$ cat src/rtl/jtag_tap_responder_pkg.sv
// Shared TAP definitions: state encoding, opcodes, and the 1149.1
// next-state function.
package jtag_pkg;

  typedef enum logic [3:0] {
    Ex2DR   = 4'h0,
    Ex1DR   = 4'h1,
    ShDR    = 4'h2,
    PauseDR = 4'h3,
    SelIR   = 4'h4,
    UpdDR   = 4'h5,
    CapDR   = 4'h6,
    SelDR   = 4'h7,
    Ex2IR   = 4'h8,
    Ex1IR   = 4'h9,
    ShIR    = 4'hA,
    PauseIR = 4'hB,
    RTI     = 4'hC,
    UpdIR   = 4'hD,
    CapIR   = 4'hE,
    TLR     = 4'hF
  } tap_state_e;

  localparam logic [4:0] OP_IDCODE = 5'h01;
  localparam logic [4:0] OP_USER   = 5'h10;
  localparam logic [4:0] OP_BYPASS = 5'h1F;

  function automatic tap_state_e tap_next(
    input tap_state_e s,
    input logic       tms
  );
    tap_next = TLR;
    unique case (s)
      TLR:     tap_next = tms ? TLR     : RTI;
      RTI:     tap_next = tms ? SelDR   : RTI;
      SelDR:   tap_next = tms ? SelIR   : CapDR;
      CapDR:   tap_next = tms ? Ex1DR   : ShDR;
      ShDR:    tap_next = tms ? Ex1DR   : ShDR;
      Ex1DR:   tap_next = tms ? UpdDR   : PauseDR;
      PauseDR: tap_next = tms ? Ex2DR   : PauseDR;
      Ex2DR:   tap_next = tms ? UpdDR   : ShDR;
      UpdDR:   tap_next = tms ? SelDR   : RTI;
      SelIR:   tap_next = tms ? TLR     : CapIR;
      CapIR:   tap_next = tms ? Ex1IR   : ShIR;
      ShIR:    tap_next = tms ? Ex1IR   : ShIR;
      Ex1IR:   tap_next = tms ? UpdIR   : PauseIR;
      PauseIR: tap_next = tms ? Ex2IR   : PauseIR;
      Ex2IR:   tap_next = tms ? UpdIR   : ShIR;
      UpdIR:   tap_next = tms ? SelDR   : RTI;
      default: tap_next = TLR;
    endcase
  endfunction

endpackage

$ cat src/rtl/jtag_tap_responder_if.sv
// JTAG pin bundle shared between the probe side and the TAP target.
interface jtag_tap_responder_if;

  logic TCK;
  logic TMS;
  logic TDI;
  logic TRST;
  logic TDO;
  logic DRV_TDO;

  modport master (
    output TCK, TMS, TDI, TRST,
    input  TDO, DRV_TDO
  );

  modport slave (
    input  TCK, TMS, TDI, TRST,
    output TDO, DRV_TDO
  );

endinterface

$ cat src/rtl/jtag_tap_responder_sync_edge.sv
// Pin synchronizer for TCK/TMS/TDI/TRST plus TCK edge strobes.
module jtag_sync_edge #(
  parameter int SYNC_STAGES = 2
) (
  input  logic clock,
  input  logic reset,
  input  logic i_tck,
  input  logic i_tms,
  input  logic i_tdi,
  input  logic i_trst,
  output logic o_tms,
  output logic o_tdi,
  output logic o_trst,
  output logic o_tck_rise,
  output logic o_tck_fall
);

  logic [3:0] r_sync [SYNC_STAGES];
  logic       r_tck_d;
  logic [3:0] w_last;

  always_ff @(posedge clock or negedge reset) begin
    if (!reset) begin
      for (int i = 0; i < SYNC_STAGES; i++)
        r_sync[i] <= '0;
      r_tck_d <= 1'b0;
    end else begin
      r_sync[0] <= {i_trst, i_tdi, i_tms, i_tck};
      for (int i = 1; i < SYNC_STAGES; i++)
        r_sync[i] <= r_sync[i-1];
      r_tck_d <= r_sync[SYNC_STAGES-1][0];
    end
  end

  // All four pins share one chain so TMS/TDI stay aligned with TCK.
  assign w_last     = r_sync[SYNC_STAGES-1];
  assign o_tms      = w_last[1];
  assign o_tdi      = w_last[2];
  assign o_trst     = w_last[3];
  assign o_tck_rise = w_last[0] & ~r_tck_d;
  assign o_tck_fall = ~w_last[0] & r_tck_d;

endmodule

$ cat src/rtl/jtag_tap_responder.sv
// IEEE 1149.1 TAP target in the system clock domain with IDCODE,
// BYPASS and a USER data register.
module jtag_tap_responder
  import jtag_pkg::*;
#(
  parameter int                  SYNC_STAGES  = 2,
  parameter int                  IR_WIDTH     = 5,
  parameter int                  DR_WIDTH     = 32,
  parameter logic [31:0]         IDCODE_VALUE = 32'h20000913,
  parameter logic [IR_WIDTH-1:0] IDCODE_INSTR = IR_WIDTH'(OP_IDCODE),
  parameter logic [IR_WIDTH-1:0] USER_INSTR   = IR_WIDTH'(OP_USER)
) (
  input  logic                clock,
  input  logic                reset,
  jtag_tap_responder_if.slave jtag,
  output logic [IR_WIDTH-1:0] ir_value,
  input  logic [DR_WIDTH-1:0] user_capture_data,
  output logic [DR_WIDTH-1:0] user_update_data,
  output logic                user_update_valid,
  output logic                user_capture_pulse
);

  localparam int DRW = (DR_WIDTH > 32) ? DR_WIDTH : 32;
  localparam logic [IR_WIDTH-1:0] BYPASS_INSTR = '1;

  logic w_tms, w_tdi, w_trst, w_rise, w_fall;

  jtag_sync_edge #(
    .SYNC_STAGES (SYNC_STAGES)
  ) u_sync (
    .clock      (clock),
    .reset      (reset),
    .i_tck      (jtag.TCK),
    .i_tms      (jtag.TMS),
    .i_tdi      (jtag.TDI),
    .i_trst     (jtag.TRST),
    .o_tms      (w_tms),
    .o_tdi      (w_tdi),
    .o_trst     (w_trst),
    .o_tck_rise (w_rise),
    .o_tck_fall (w_fall)
  );

  tap_state_e          r_state;
  logic [IR_WIDTH-1:0] r_ir;
  logic [IR_WIDTH-1:0] r_ir_sh;
  logic [DRW-1:0]      r_dr_sh;
  logic                r_byp;
  logic                r_tdo;
  logic                r_drv;
  logic [DR_WIDTH-1:0] r_upd;
  logic                r_upd_v;
  logic                r_cap_p;

  tap_state_e          w_next;
  logic                w_sel_idc;
  logic                w_sel_user;
  logic                w_sel_byp;
  logic [DRW-1:0]      w_dr_next;

  assign w_next     = tap_next(r_state, w_tms);
  assign w_sel_idc  = (r_ir == IDCODE_INSTR) && (r_ir != BYPASS_INSTR);
  assign w_sel_user = (r_ir == USER_INSTR) && (r_ir != BYPASS_INSTR);
  assign w_sel_byp  = !w_sel_idc && !w_sel_user;

  // TDI enters at the top of whichever register length is selected.
  always_comb begin
    w_dr_next = r_dr_sh >> 1;
    if (w_sel_user)
      w_dr_next[DR_WIDTH-1] = w_tdi;
    else
      w_dr_next[31] = w_tdi;
  end

  always_ff @(posedge clock or negedge reset) begin
    if (!reset) begin
      r_state <= TLR;
      r_ir    <= IDCODE_INSTR;
      r_ir_sh <= '0;
      r_dr_sh <= '0;
      r_byp   <= 1'b0;
      r_tdo   <= 1'b0;
      r_drv   <= 1'b0;
      r_upd   <= '0;
      r_upd_v <= 1'b0;
      r_cap_p <= 1'b0;
    end else begin
      r_upd_v <= 1'b0;
      r_cap_p <= 1'b0;
      if (w_trst) begin
        r_state <= TLR;
        r_ir    <= IDCODE_INSTR;
      end else if (w_rise) begin
        r_state <= w_next;
        unique case (1'b1)
          (r_state == CapIR):
            r_ir_sh <= IR_WIDTH'(2'b01);
          (r_state == ShIR):
            r_ir_sh <= {w_tdi, r_ir_sh[IR_WIDTH-1:1]};
          (r_state == CapDR): begin
            r_byp <= 1'b0;
            if (w_sel_idc)
              r_dr_sh <= DRW'(IDCODE_VALUE);
            else if (w_sel_user)
              r_dr_sh <= DRW'(user_capture_data);
          end
          (r_state == ShDR): begin
            if (w_sel_byp)
              r_byp <= w_tdi;
            else
              r_dr_sh <= w_dr_next;
          end
          default: ;
        endcase
        if (w_next == TLR)
          r_ir <= IDCODE_INSTR;
        if (w_next == UpdIR)
          r_ir <= r_ir_sh;
        if (w_next == UpdDR && w_sel_user) begin
          r_upd   <= r_dr_sh[DR_WIDTH-1:0];
          r_upd_v <= 1'b1;
        end
        if (w_next == CapDR && w_sel_user)
          r_cap_p <= 1'b1;
      end
      if (w_fall) begin
        unique case (1'b1)
          (r_state == ShDR): begin
            r_tdo <= w_sel_byp ? r_byp : r_dr_sh[0];
            r_drv <= 1'b1;
          end
          (r_state == ShIR): begin
            r_tdo <= r_ir_sh[0];
            r_drv <= 1'b1;
          end
          default: r_drv <= 1'b0;
        endcase
      end
    end
  end

  assign jtag.TDO           = r_tdo;
  assign jtag.DRV_TDO       = r_drv;
  assign ir_value           = r_ir;
  assign user_update_data   = r_upd;
  assign user_update_valid  = r_upd_v;
  assign user_capture_pulse = r_cap_p;

endmodule
$ cat src/flat_wrapper.sv
// flat-port wrapper written by rule: the top's interface ports become plain ports
module jtag_tap_responder_flat import jtag_pkg::*;
#(
  parameter int                  SYNC_STAGES  = 2,
  parameter int                  IR_WIDTH     = 5,
  parameter int                  DR_WIDTH     = 32,
  parameter logic [31:0]         IDCODE_VALUE = 32'h20000913,
  parameter logic [IR_WIDTH-1:0] IDCODE_INSTR = IR_WIDTH'(OP_IDCODE),
  parameter logic [IR_WIDTH-1:0] USER_INSTR   = IR_WIDTH'(OP_USER)
)
  (clock, reset, ir_value, user_capture_data, user_update_data, user_update_valid, user_capture_pulse, jtag_TCK, jtag_TMS, jtag_TDI, jtag_TRST, jtag_TDO, jtag_DRV_TDO);
  jtag_tap_responder_if jtag_i ();
  input  logic clock;
  input  logic reset;
  output logic [IR_WIDTH-1:0] ir_value;
  input  logic [DR_WIDTH-1:0] user_capture_data;
  output logic [DR_WIDTH-1:0] user_update_data;
  output logic user_update_valid;
  output logic user_capture_pulse;
  input wire logic [$bits(jtag_i.TCK)-1:0] jtag_TCK;
  input wire logic [$bits(jtag_i.TMS)-1:0] jtag_TMS;
  input wire logic [$bits(jtag_i.TDI)-1:0] jtag_TDI;
  input wire logic [$bits(jtag_i.TRST)-1:0] jtag_TRST;
  output wire logic [$bits(jtag_i.TDO)-1:0] jtag_TDO;
  output wire logic [$bits(jtag_i.DRV_TDO)-1:0] jtag_DRV_TDO;
  assign jtag_i.TCK = jtag_TCK;
  assign jtag_i.TMS = jtag_TMS;
  assign jtag_i.TDI = jtag_TDI;
  assign jtag_i.TRST = jtag_TRST;
  assign jtag_TDO = jtag_i.TDO;
  assign jtag_DRV_TDO = jtag_i.DRV_TDO;
  jtag_tap_responder #(.SYNC_STAGES(SYNC_STAGES), .IR_WIDTH(IR_WIDTH), .DR_WIDTH(DR_WIDTH), .IDCODE_VALUE(IDCODE_VALUE), .IDCODE_INSTR(IDCODE_INSTR), .USER_INSTR(USER_INSTR)) u_core (.clock(clock), .reset(reset), .jtag(jtag_i), .ir_value(ir_value), .user_capture_data(user_capture_data), .user_update_data(user_update_data), .user_update_valid(user_update_valid), .user_capture_pulse(user_capture_pulse));
endmodule
$ cat config.mk
export PLATFORM = sky130hd
export DESIGN_NAME = jtag_tap_responder_flat
export DESIGN_NICKNAME = d
export VERILOG_FILES = /design/src/rtl/jtag_tap_responder_pkg.sv /design/src/rtl/jtag_tap_responder_if.sv /design/src/rtl/jtag_tap_responder_sync_edge.sv /design/src/rtl/jtag_tap_responder.sv /design/src/flat_wrapper.sv
export SDC_FILE = /design/constraint.sdc
export NUM_CORES = 1
export LEC_CHECK = 0
export ABC_AREA = 1
export BUFFER_PORTS_ARGS = -buffer_cell sky130_fd_sc_hd__buf_4
export CAP_MARGIN = 10
export CORE_UTILIZATION = 25
export DETAILED_ROUTE_END_ITERATION = 8
export SLEW_MARGIN = 20
export SYNTH_ARGS = -nofsm -noshare
export SYNTH_HDL_FRONTEND = slang
export SYNTH_SLANG_ARGS = --single-unit
$ cat constraint.sdc
create_clock -name clock -period 2 [get_ports clock]
set_input_delay 0 -clock clock [delete_from_list [all_inputs] [get_ports clock]]
set_output_delay 0 -clock clock [all_outputs]
set_load 0.02 [all_outputs]
# Yosys cells after proc, flatten, opt, wreduce, memory -nomap -nowiden
# Index checks and enable logic that the tools add are counted.
# op_classes
add_sub_neg	0
mul	0
div	0
magnitude_cmp	0
n_eq_ne	25
n_shift	0
muxes	35
n_bitwise	5
n_reduce_logical	23
# ops
op	count
32-bit 2-to-1 mux	3
32-bit case mux with 2 select lines	1
4-bit case mux with 12 select lines	1
4-bit == test, second input constant	10
4-bit by 3-bit == test with 1-bit output, second input constant	6
5-bit 2-to-1 mux	4
2-bit 2-to-1 mux	6
3-bit 2-to-1 mux	4
4-bit 2-to-1 mux	3
1-bit 2-to-1 mux	10
5-bit case mux with 2 select lines	1
4-bit by 2-bit == test with 1-bit output, second input constant	2
2-bit nonzero test	4
3-bit AND reduction	2
2-bit OR reduction	3
5-bit by 1-bit == test with 1-bit output, second input constant	1
5-bit == test, second input constant	1
1-bit logical AND	5
5-bit inequality test, second input constant	1
5-bit AND reduction	1
4-bit by 1-bit == test with 1-bit output, second input constant	1
4-bit zero test	1
1-bit case mux with 2 select lines	2
2-bit AND reduction	2
9 further kinds	13
# totals
reg_bits	92
latch_bits	0
ram_bits	0
romBits	0
input_bits	38
out_inout_bits	41
word_cells	101
memories	0

# Logic depth before layout (Yosys ltp)
# Gate-level depths: netlist of the first run.
# depth
ltp_word	8
ltp_mapped	14
depth_no_buf	12

# Modules after synthesis
# Synthesis of the first run repeated with hierarchy kept, for this count alone.
# hier_totals
cells_unflattened	461
area_unflattened_um2	4098.9
# by_module_without_submodules
module	n_inst	cells_per_inst	area_per_inst_um2	seq_area_each_um2
jtag_tap_responder	1	448	3858.7	2083.2
jtag_sync_edge	1	13	240.2	225.2

# Worst setup path before layout of the first run
# OpenSTA, ideal clock, no wires.
# synth_path
kind	flip-flop to flip-flop
start	register u_core.r_ir[0], in the netlist u_core.ir_value[0]
end	register u_core.r_dr_sh[10]
setup_time_ns	0.133
arrival_time_ns	1.574
required_ns	1.867
path_slack_ns	0.293
path_stages_with_launch	9
path_buffers	1
synth_period_minus_slack_ns	1.707
cell_sequence	dfstp_2 inv_1 nor2_1 nand3_1 o21ai_2 nand2_1 inv_2 clkbuf_1 a21oi_1
# synth_between
elab_chain_cells	6
elab_cells_between_ends	13
cone_classes	5 x eq/ne; 2 x mux; 6 x reduce/logical
# synth_rtl
element	line	text
from (decl)	jtag_tap_responder.sv:45	logic [IR_WIDTH-1:0] r_ir;
from (signal assigned)	jtag_tap_responder.sv:118	r_ir <= r_ir_sh;
5-bit by 1-bit == test with 1-bit output (tied with other cells)	jtag_tap_responder.sv:62	assign w_sel_idc = (r_ir == IDCODE_INSTR) && (r_ir != BYPASS_INSTR);
1-bit logical AND, on equally long branches	jtag_tap_responder.sv:62, jtag_tap_responder.sv:63	
1-bit zero test	jtag_tap_responder.sv:64	assign w_sel_byp = !w_sel_idc && !w_sel_user;
1-bit logical AND	jtag_tap_responder.sv:64	
2-bit inequality test (no source line)	-	
5-bit AND reduction (no source line)	-	
to (signal assigned)	jtag_tap_responder.sv:103	r_dr_sh <= DRW'(IDCODE_VALUE);
to (signal assigned)	jtag_tap_responder.sv:105	r_dr_sh <= DRW'(user_capture_data);
to (signal assigned)	jtag_tap_responder.sv:111	r_dr_sh <= w_dr_next;
to (decl)	jtag_tap_responder.sv:47	logic [DRW-1:0] r_dr_sh;
# Several ways; a longest one is shown, not always the timed one.
# A chain may end at the register's enable or synchronous reset.

# Final worst setup path of the first run
# layout_path
start	register u_core.r_state[1]
end	register u_core.r_upd[11], in the netlist u_core.user_update_data[11]
# layout_between
elab_chain_cells	6
elab_cells_between_ends	23
cone_classes	16 x eq/ne; 1 x mux; 6 x reduce/logical
# layout_rtl
element	line	text
from (decl)	jtag_tap_responder.sv:44	tap_state_e r_state;
from (signal assigned)	jtag_tap_responder.sv:94	r_state <= w_next;
4-bit == test (tied with other cells)	jtag_tap_responder_pkg.sv:33	unique case (s)
3-bit OR reduction (no source line) or 2-bit OR reduction (tied branches)	-	
4-bit case mux with 12 select lines *	jtag_tap_responder_pkg.sv:33	
4-bit by 3-bit == test with 1-bit output *	jtag_tap_responder.sv:119	if (w_next == UpdDR && w_sel_user) begin
1-bit logical AND *	jtag_tap_responder.sv:119	
3-bit AND reduction (no source line) *	-	
to (signal assigned)	jtag_tap_responder.sv:120	r_upd <= r_dr_sh[DR_WIDTH-1:0];
to (decl)	jtag_tap_responder.sv:51	logic [DR_WIDTH-1:0] r_upd;
# Mark *: on every way between the ends. The rest lies on a longest branch, timed or not.

==> results of run 1 <==
## report_power, final
part           total [W]  leakage (nW)  switching (W)  internal, W
Clock            0.00169         0.145       0.000722     0.000964
Combinational   0.000343          1.44       0.000190     0.000153
Sequential       0.00199          1.08      0.0000561      0.00193
## stage by stage
stage	hold slack, ns	instances
global route	0.0334	758
CTS	0.0150	758
global placement	0.0726	716
finish	0.0265	758
floorplan	-0.296	436
detailed placement	0.0863	716
## final cells by class
cell class                 count  area [um2]
fill                        1610       10000
inverter                      44         168
multi-input combinational    281        1400
sequential                    92        2310
clock buffer                   9         225
tap                          211         264
clock inverter                 7        66.3
timing repair buffer         114         958
## sequential cells by signal, summed over array words and instances (netlist names)
register                   count
u_core.r_dr_sh                32
u_core.user_update_data       32
u_core.ir_value                5
u_core.r_ir_sh                 5
u_core.r_state                 4
u_core.u_sync.r_sync           4
u_core.u_sync.w_last           4
u_core.jtag.DRV_TDO            1
u_core.jtag.TDO                1
u_core.r_byp                   1
u_core.u_sync.r_tck_d          1
u_core.user_capture_pulse      1
u_core.user_update_valid       1
## cells in the final DEF, fill, tap and decap left out, types with 2 or more instances in the layout
master          n
a21oi_1        34
a22oi_1        16
buf_12          3
buf_4          85
clkbuf_16       9
clkinv_2        4
dfrtp_1        87
dfstp_2         5
dlygate4sd3_1  26
inv_1          35
inv_2           7
nand2_1        97
nand2_2         4
nand2_4         5
nand3_1        33
nor2_1         37
nor2_2          2
nor4_1          2
o21ai_0        21
o21ai_1         3
o21ai_2        11
o22ai_1         9
## kinds of logic (layout without fill, tap and decap cells)
family / count (synthesis) / count (layout) / share of synthesized area, %
compound gates: 98 / 98 / 14.8
simple gates: 183 / 183 / 20.2
buf+inv: 63 / 174 / 7.17
flops: 92 / 92 / 57.8
## worst min path at each step
stage                                     from                 end  slack [ns]  cells past startpoint
after floorplan                          reset  u_core.ir_value[1]       -0.30                      0
after global placement                   reset   u_core.r_ir_sh[4]        0.07                      1
after detailed placement                 reset   u_core.r_ir_sh[2]        0.09                      1
after CTS                 user_capture_data[4]   u_core.r_dr_sh[4]        0.02                      3
after global routing      user_capture_data[4]   u_core.r_dr_sh[4]        0.03                      3
final                     user_capture_data[4]   u_core.r_dr_sh[4]        0.03                      3
## layer usage
layer | vias up | part of all wire [%] | GRT usage, % | wire length (um)
met5 | - | 0 | 0 | 0
met4 | 0 | 0.68 | 2.77 | 69
met3 | 9 | 5.7 | 3.83 | 577
met2 | 97 | 48 | 21.4 | 4880
met1 | 1589 | 46 | 17.3 | 4620
li1 | 1655 | - | - | -
## worst min-delay path: cells and delay by family
kind                   cells  cell delay [ns]
AOI/OAI and AO/OA          2             0.23
buffers and inverters      1             0.09
==> PnR_summary.wiki, run 1 <==
{| class="wikitable"
! Metric !! Value
|-
| Run status || finished, final reports clean
|-
| Worst setup startpoint || u_core.r_state[1]
|-
| # port buffers || 78
|-
| Setup repair after global routing missed its margin || false
|-
| Source of the worst register-to-register timing path || u_core.r_state[1]
|-
| Root Buffer Master || clkbuf_16
|-
| P_leak || 2.67 nW
|-
| Share of synthesized area occupied by flip-flops and latches || 57.8%
|-
| Total count of max-transition violations in the final report || 0
|-
| Final Util || 34.9%
|-
| Number of global-route vias before repair || 3300
|-
| Final design area excluding fillers || 5390 um2
|-
| Post-cts sizing count || 0
|-
| Share of the clock period used by the worst path || 90.8%
|-
| Share of layout cells above drive strength 1 || 26.0%
|-
| Final worst slack || 0.183 ns
|-
| Worst relative slew slack || 55.8%
|-
| End of the worst register-to-register path || u_core.user_update_data[11]
|-
| Area growth, synth to finish || 34.9%
|-
| Most used DFF post-synth || dfrtp_1
|-
| Depth of the worst register-to-register path || 10
|-
| DR vias || 3350
|-
| Post-DP Area || 4840 um2
|-
| Pwr Density || 745 nW/um2
|-
| Count of hold-fix buffers inserted at cts || 26
|-
| Cell mode on critical path || nand2_1
|-
| Leading cell types by count after synthesis || 97 x nand2_1, 87 x dfrtp_1, 37 x nor2_1
|-
| Global-route wire length before repair || 16.9 mm
|-
| Remaining number of nets flagged by the antenna check after routing || 0
|-
| X dimension of the die || 128 um
|-
| Critical-path cell list || inv_2, nand2_4, inv_2, nand2_1, nand4_2, nor2_2, nand2_4, buf_4, nand2_1, nand2_1
|-
| Max Root-Sink Buffers || 2
|-
| DRT Wirelength || 10.1 mm
|-
| Number of buffers and inverters on the critical path || 3
|-
| Most frequently used cell type in the post-synthesis netlist || nand2_1
|-
| I/O pin count || 79
|-
| CTS clk-pin slew, worst paths || 0.07 ns
|-
| Effective utilization at floorplan || 25.9%
|-
| CTS Buf Count || 9
|-
| Power consumption || 0.00402 W
|-
| H-Tree Depth || 3
|-
| Area of the die || 16500 um2
|-
| Setup slack after placement || 0.176 ns
|-
| Transition time at the pin with the least slew margin || 0.664 ns
|-
| Total setup buffers inserted after CTS || 0
|-
| Final critical delay including setup and external delays || 1.82 ns
|-
| Antenna violations before repair || 0
|-
| Max-cap violations || 0
|-
| Core Rows || 45
|-
| CP delay by family, top || simple AND/OR/NAND/NOR gates
|-
| Final hold vios || 0
|-
| Post-Synthesis Cells || 436
|-
| Delay contributed by the slowest stage of the critical path || 0.60 ns
|-
| Clk sinks || 92
|-
| Total congestion overflow || 0
|-
| Capturing instance or port of the critical path || u_core.user_update_data[11]
|-
| Clock insertion delay at the later pin of the skew report || 0.34 ns
|-
| Type of destination of the critical path || flop
|-
| Number of inserted diodes || 0
|-
| Number of remaining DRC errors || 0
|-
| Detailed placement HPWL || 7.26 mm
|-
| Per-cell routed wire length || 13.4 um
|-
| Post-synthesis register bit count || 92
|-
| Peak ir drop on the vdd network || 0.317 mV
|-
| Cell with the biggest individual delay on the critical path || dfstp_2
|-
| WS Path Type || reg2reg
|-
| Number of enable-type register cells in the synthesized netlist || 0
|-
| Peak Freq || 550 MHz
|-
| Skew final || 0.0108 ns
|-
| Std-Cell Core Area || 15400 um2
|-
| Syn_area_per_cell || 9.17 um2
|-
| Most area-consuming cells after synthesis || dfrtp_1 54%, nand2_1 9.1%, a21oi_1 4.3%, nand3_1 4.1%, nor2_1 3.5%
|-
| Worst EP arrival || 2.06 ns
|-
| Maximum net fanout on the critical path || 13
|-
| Number of distinct library cells after synthesis || 30
|-
| Total of warnings raised by yosys || 0
|-
| Final weighted congestion in routability-driven placement || 0.871
|-
| Largest area contributor in the synthesized netlist || dfrtp_1
|-
| Clock tree from TritonCTS || yes
|-
| Pin count of the biggest net entering global routing || 51
|-
| Type of origin of the critical path || flop
|-
| Synthesized netlist net count || 474
|-
| Internal reg-to-reg setup slack || 0.18 ns
|-
| Net count, final || 580
|-
| Stages on worst setup path || 10
|-
| Total negative setup slack || 0 ns
|-
| Classification of the worst-slack hold path || in2reg
|-
| Final setup fails || 0
|-
| Count of TritonRoute iterations in the first routing pass || 5
|-
| Die Span Y || 128 um
|-
| Post-Synthesis Cell Area || 4000 um2
|-
| Async set-reset flop share out of synthesis || 100%
|-
| Total global-route track usage || 13.1%
|-
| Data required time of the worst path || 2.24 ns
|-
| Synth top area share || 54.5%
|-
| Detailed Route Iter0 Violations || 206
|-
| Routed vias/inst || 4.42
|}
(Power assumes the default switching activity.)
==> inputs of run 2 (changes only) <==
--- a/config.mk
+++ b/config.mk
@@ -8,6 +8,7 @@
 export ABC_AREA = 1
 export BUFFER_PORTS_ARGS = -buffer_cell sky130_fd_sc_hd__buf_4
 export CAP_MARGIN = 10
+export CORE_ASPECT_RATIO = 0.5
 export CORE_UTILIZATION = 25
 export DETAILED_ROUTE_END_ITERATION = 8
 export SLEW_MARGIN = 20
==> PnR_summary.wiki, run 2 (synthesized netlist as in run 1, its figures left out) <==
{| class="wikitable"
! Metric !! Value
|-
| Root Buffer Master || clkbuf_16
|-
| Number of remaining DRC errors || 0
|-
| Delay contributed by the slowest stage of the critical path || 0.59 ns
|-
| Leading cell types in the layout, fill and taps excluded || 97 x nand2_1, 88 x buf_4, 87 x dfrtp_1
|-
| Remaining number of nets flagged by the antenna check after routing || 0
|-
| Pwr Density || 726 nW/um2
|-
| Count of placed standard cells including taps || 709
|-
| Cell with the biggest individual delay on the critical path || dfstp_2
|-
| Max-cap violations || 0
|-
| Clock insertion delay at the later pin of the skew report || 0.35 ns
|-
| Skew final || 0.00917 ns
|-
| Run status || finished, final reports clean
|-
| Final Util || 34.9%
|-
| Classification of the worst-slack hold path || in2reg
|-
| Total count of max-transition violations in the final report || 0
|-
| Std-Cell Core Area || 15500 um2
|-
| Effective utilization at floorplan || 25.8%
|-
| Critical-path cell list || inv_2, nand2_4, inv_2, nand2_1, nand4_2, nor2_2, nand2_8, buf_4, nand2_1, nand2_1
|-
| Most common cell after layout, fill and taps aside || nand2_1
|-
| Die Span Y || 91.4 um
|-
| Worst relative slew slack || 65.7%
|-
| Detailed Route Iter0 Violations || 207
|-
| Clock tree from TritonCTS || yes
|-
| Per-cell routed wire length || 13.1 um
|-
| Peak ir drop on the vdd network || 0.383 mV
|-
| P_leak || 2.66 nW
|-
| Area of the die || 16500 um2
|-
| X dimension of the die || 181 um
|-
| DR vias || 3310
|-
| Type of origin of the critical path || flop
|-
| Area growth, synth to finish || 35.2%
|-
| WS Path Type || reg2reg
|-
| Cell mode on critical path || nand2_1
|-
| Count of TritonRoute iterations in the first routing pass || 6
|-
| Share of the clock period used by the worst path || 93.2%
|-
| Clk sinks || 92
|-
| Final weighted congestion in routability-driven placement || 0.818
|-
| Global-route wire length before repair || 16.7 mm
|-
| Detailed placement HPWL || 6.94 mm
|-
| # port buffers || 78
|-
| H-Tree Depth || 3
|-
| Routed vias/inst || 4.39
|-
| Peak Freq || 536 MHz
|-
| I/O pin count || 79
|-
| Net count, final || 583
|-
| Power consumption || 0.00392 W
|-
| Maximum net fanout on the critical path || 20
|-
| Total global-route track usage || 12.7%
|-
| Number of inserted diodes || 0
|-
| Cell Count, Final, Fillers Out || 754
|-
| Pin count of the biggest net entering global routing || 40
|-
| Final setup fails || 0
|-
| CTS Buf Count || 9
|-
| Data required time of the worst path || 2.23 ns
|-
| DRT Wirelength || 9.90 mm
|-
| Share of layout cells above drive strength 1 || 26.4%
|-
| Type of destination of the critical path || flop
|-
| Number of global-route vias before repair || 3277
|-
| Transition time at the pin with the least slew margin || 0.515 ns
|-
| Total congestion overflow || 0
|-
| Core Rows || 32
|-
| Max Root-Sink Buffers || 2
|-
| Final critical delay including setup and external delays || 1.86 ns
|-
| Final hold vios || 0
|-
| Worst EP arrival || 2.10 ns
|-
| Antenna violations before repair || 0
|-
| CTS clk-pin slew, worst paths || 0.07 ns
|}
==> run 2: changes by cell type in the layout (fill, tap and decap cells not counted) <==
cell	previous run	this run
clkinv_2	4	2
clkinvlp_4	1	2
inv_4	1	0
inv_6	1	2
buf_4	85	88
bufinv_16	1	0
nand2_4	5	4
nand2_8	0	1
clkinv_4	0	2
==> run 2: layout make-up <==
class,instances,area (um2)
well taps,204,255
clock inverters,7,51.3
fillers,1554,10100
inverters,44,170
multi-input cells,281,1410
repair buffers,117,981
flip-flops and latches,92,2310
clock buffers,9,225
==> run 2: timing repair <==
| action | in CTS | in global routing |
|---|---|---|
| resized for setup | 0 | 2 |
| hold buffers | 26 | 0 |
| setup buffers | 0 | 3 |
| endpoints found under the setup margin | 0 | 24 |
| endpoints found under the hold margin | 62 | 0 |
==> run 2: where the power goes <==
part	switching [W]	internal, W	leakage [nW]
combinational	0.000194	0.000158	1.44
sequential	0.0000533	0.00193	1.08
clock	0.000739	0.000846	0.132
==> run 2: final timing paths <==
| path | endpoint | depth (start not counted) | startpoint | slack, ns |
|---|---|---|---|---|
| min | u_core.r_dr_sh[4] | 3 | user_capture_data[4] | 0.0002 |
| max | u_core.user_update_data[29] | 10 | u_core.r_state[1] | 0.14 |
| max in group asynchronous | u_core.ir_value[0] | 3 | reset | 1.15 |
| max reg2reg | u_core.user_update_data[29] | 10 | u_core.r_state[1] | 0.14 |
| min reg2reg | u_core.u_sync.w_last[2] | 0 | u_core.u_sync.r_sync[6] | 0.35 |
| min in group asynchronous | u_core.user_update_data[16] | 2 | reset | 0.16 |
==> run 2: worst max-delay path: cells and delay by family (launching register included) <==
| kind | cells | cell delay, ns |
|---|---|---|
| AND/OR/NAND/NOR | 7 | 0.80 |
| flip-flops | 1 | 0.59 |
| buffers and inverters | 3 | 0.34 |
==> run 2: layer usage <==
metal / up-vias / part of all wire, % / track usage [%]
met3: 17 / 4.7 / 3.89
met4: 0 / 1.6 / 4.06
met5: - / 0 / 0
li1: 1656 / - / -
met2: 71 / 47 / 19.4
met1: 1566 / 47 / 17.2
==> run 2: stage by stage <==
stage / setup slack, ns / setup TNS, ns / area, um2 / hold WS [ns]
2_1_floorplan: 0.293 / 0 / 4000 / -0.296
3_3_place_gp: 0.152 / 0 / 4830 / 0.00186
3_5_place_dp: 0.110 / 0 / 4830 / 0.00937
4_1_cts: 0.0823 / 0 / 5370 / 0.00254
5_1_grt: -0.000599 / -0.000599 / 5400 / 0.0359
6_report: 0.135 / 0 / 5400 / 0.000181
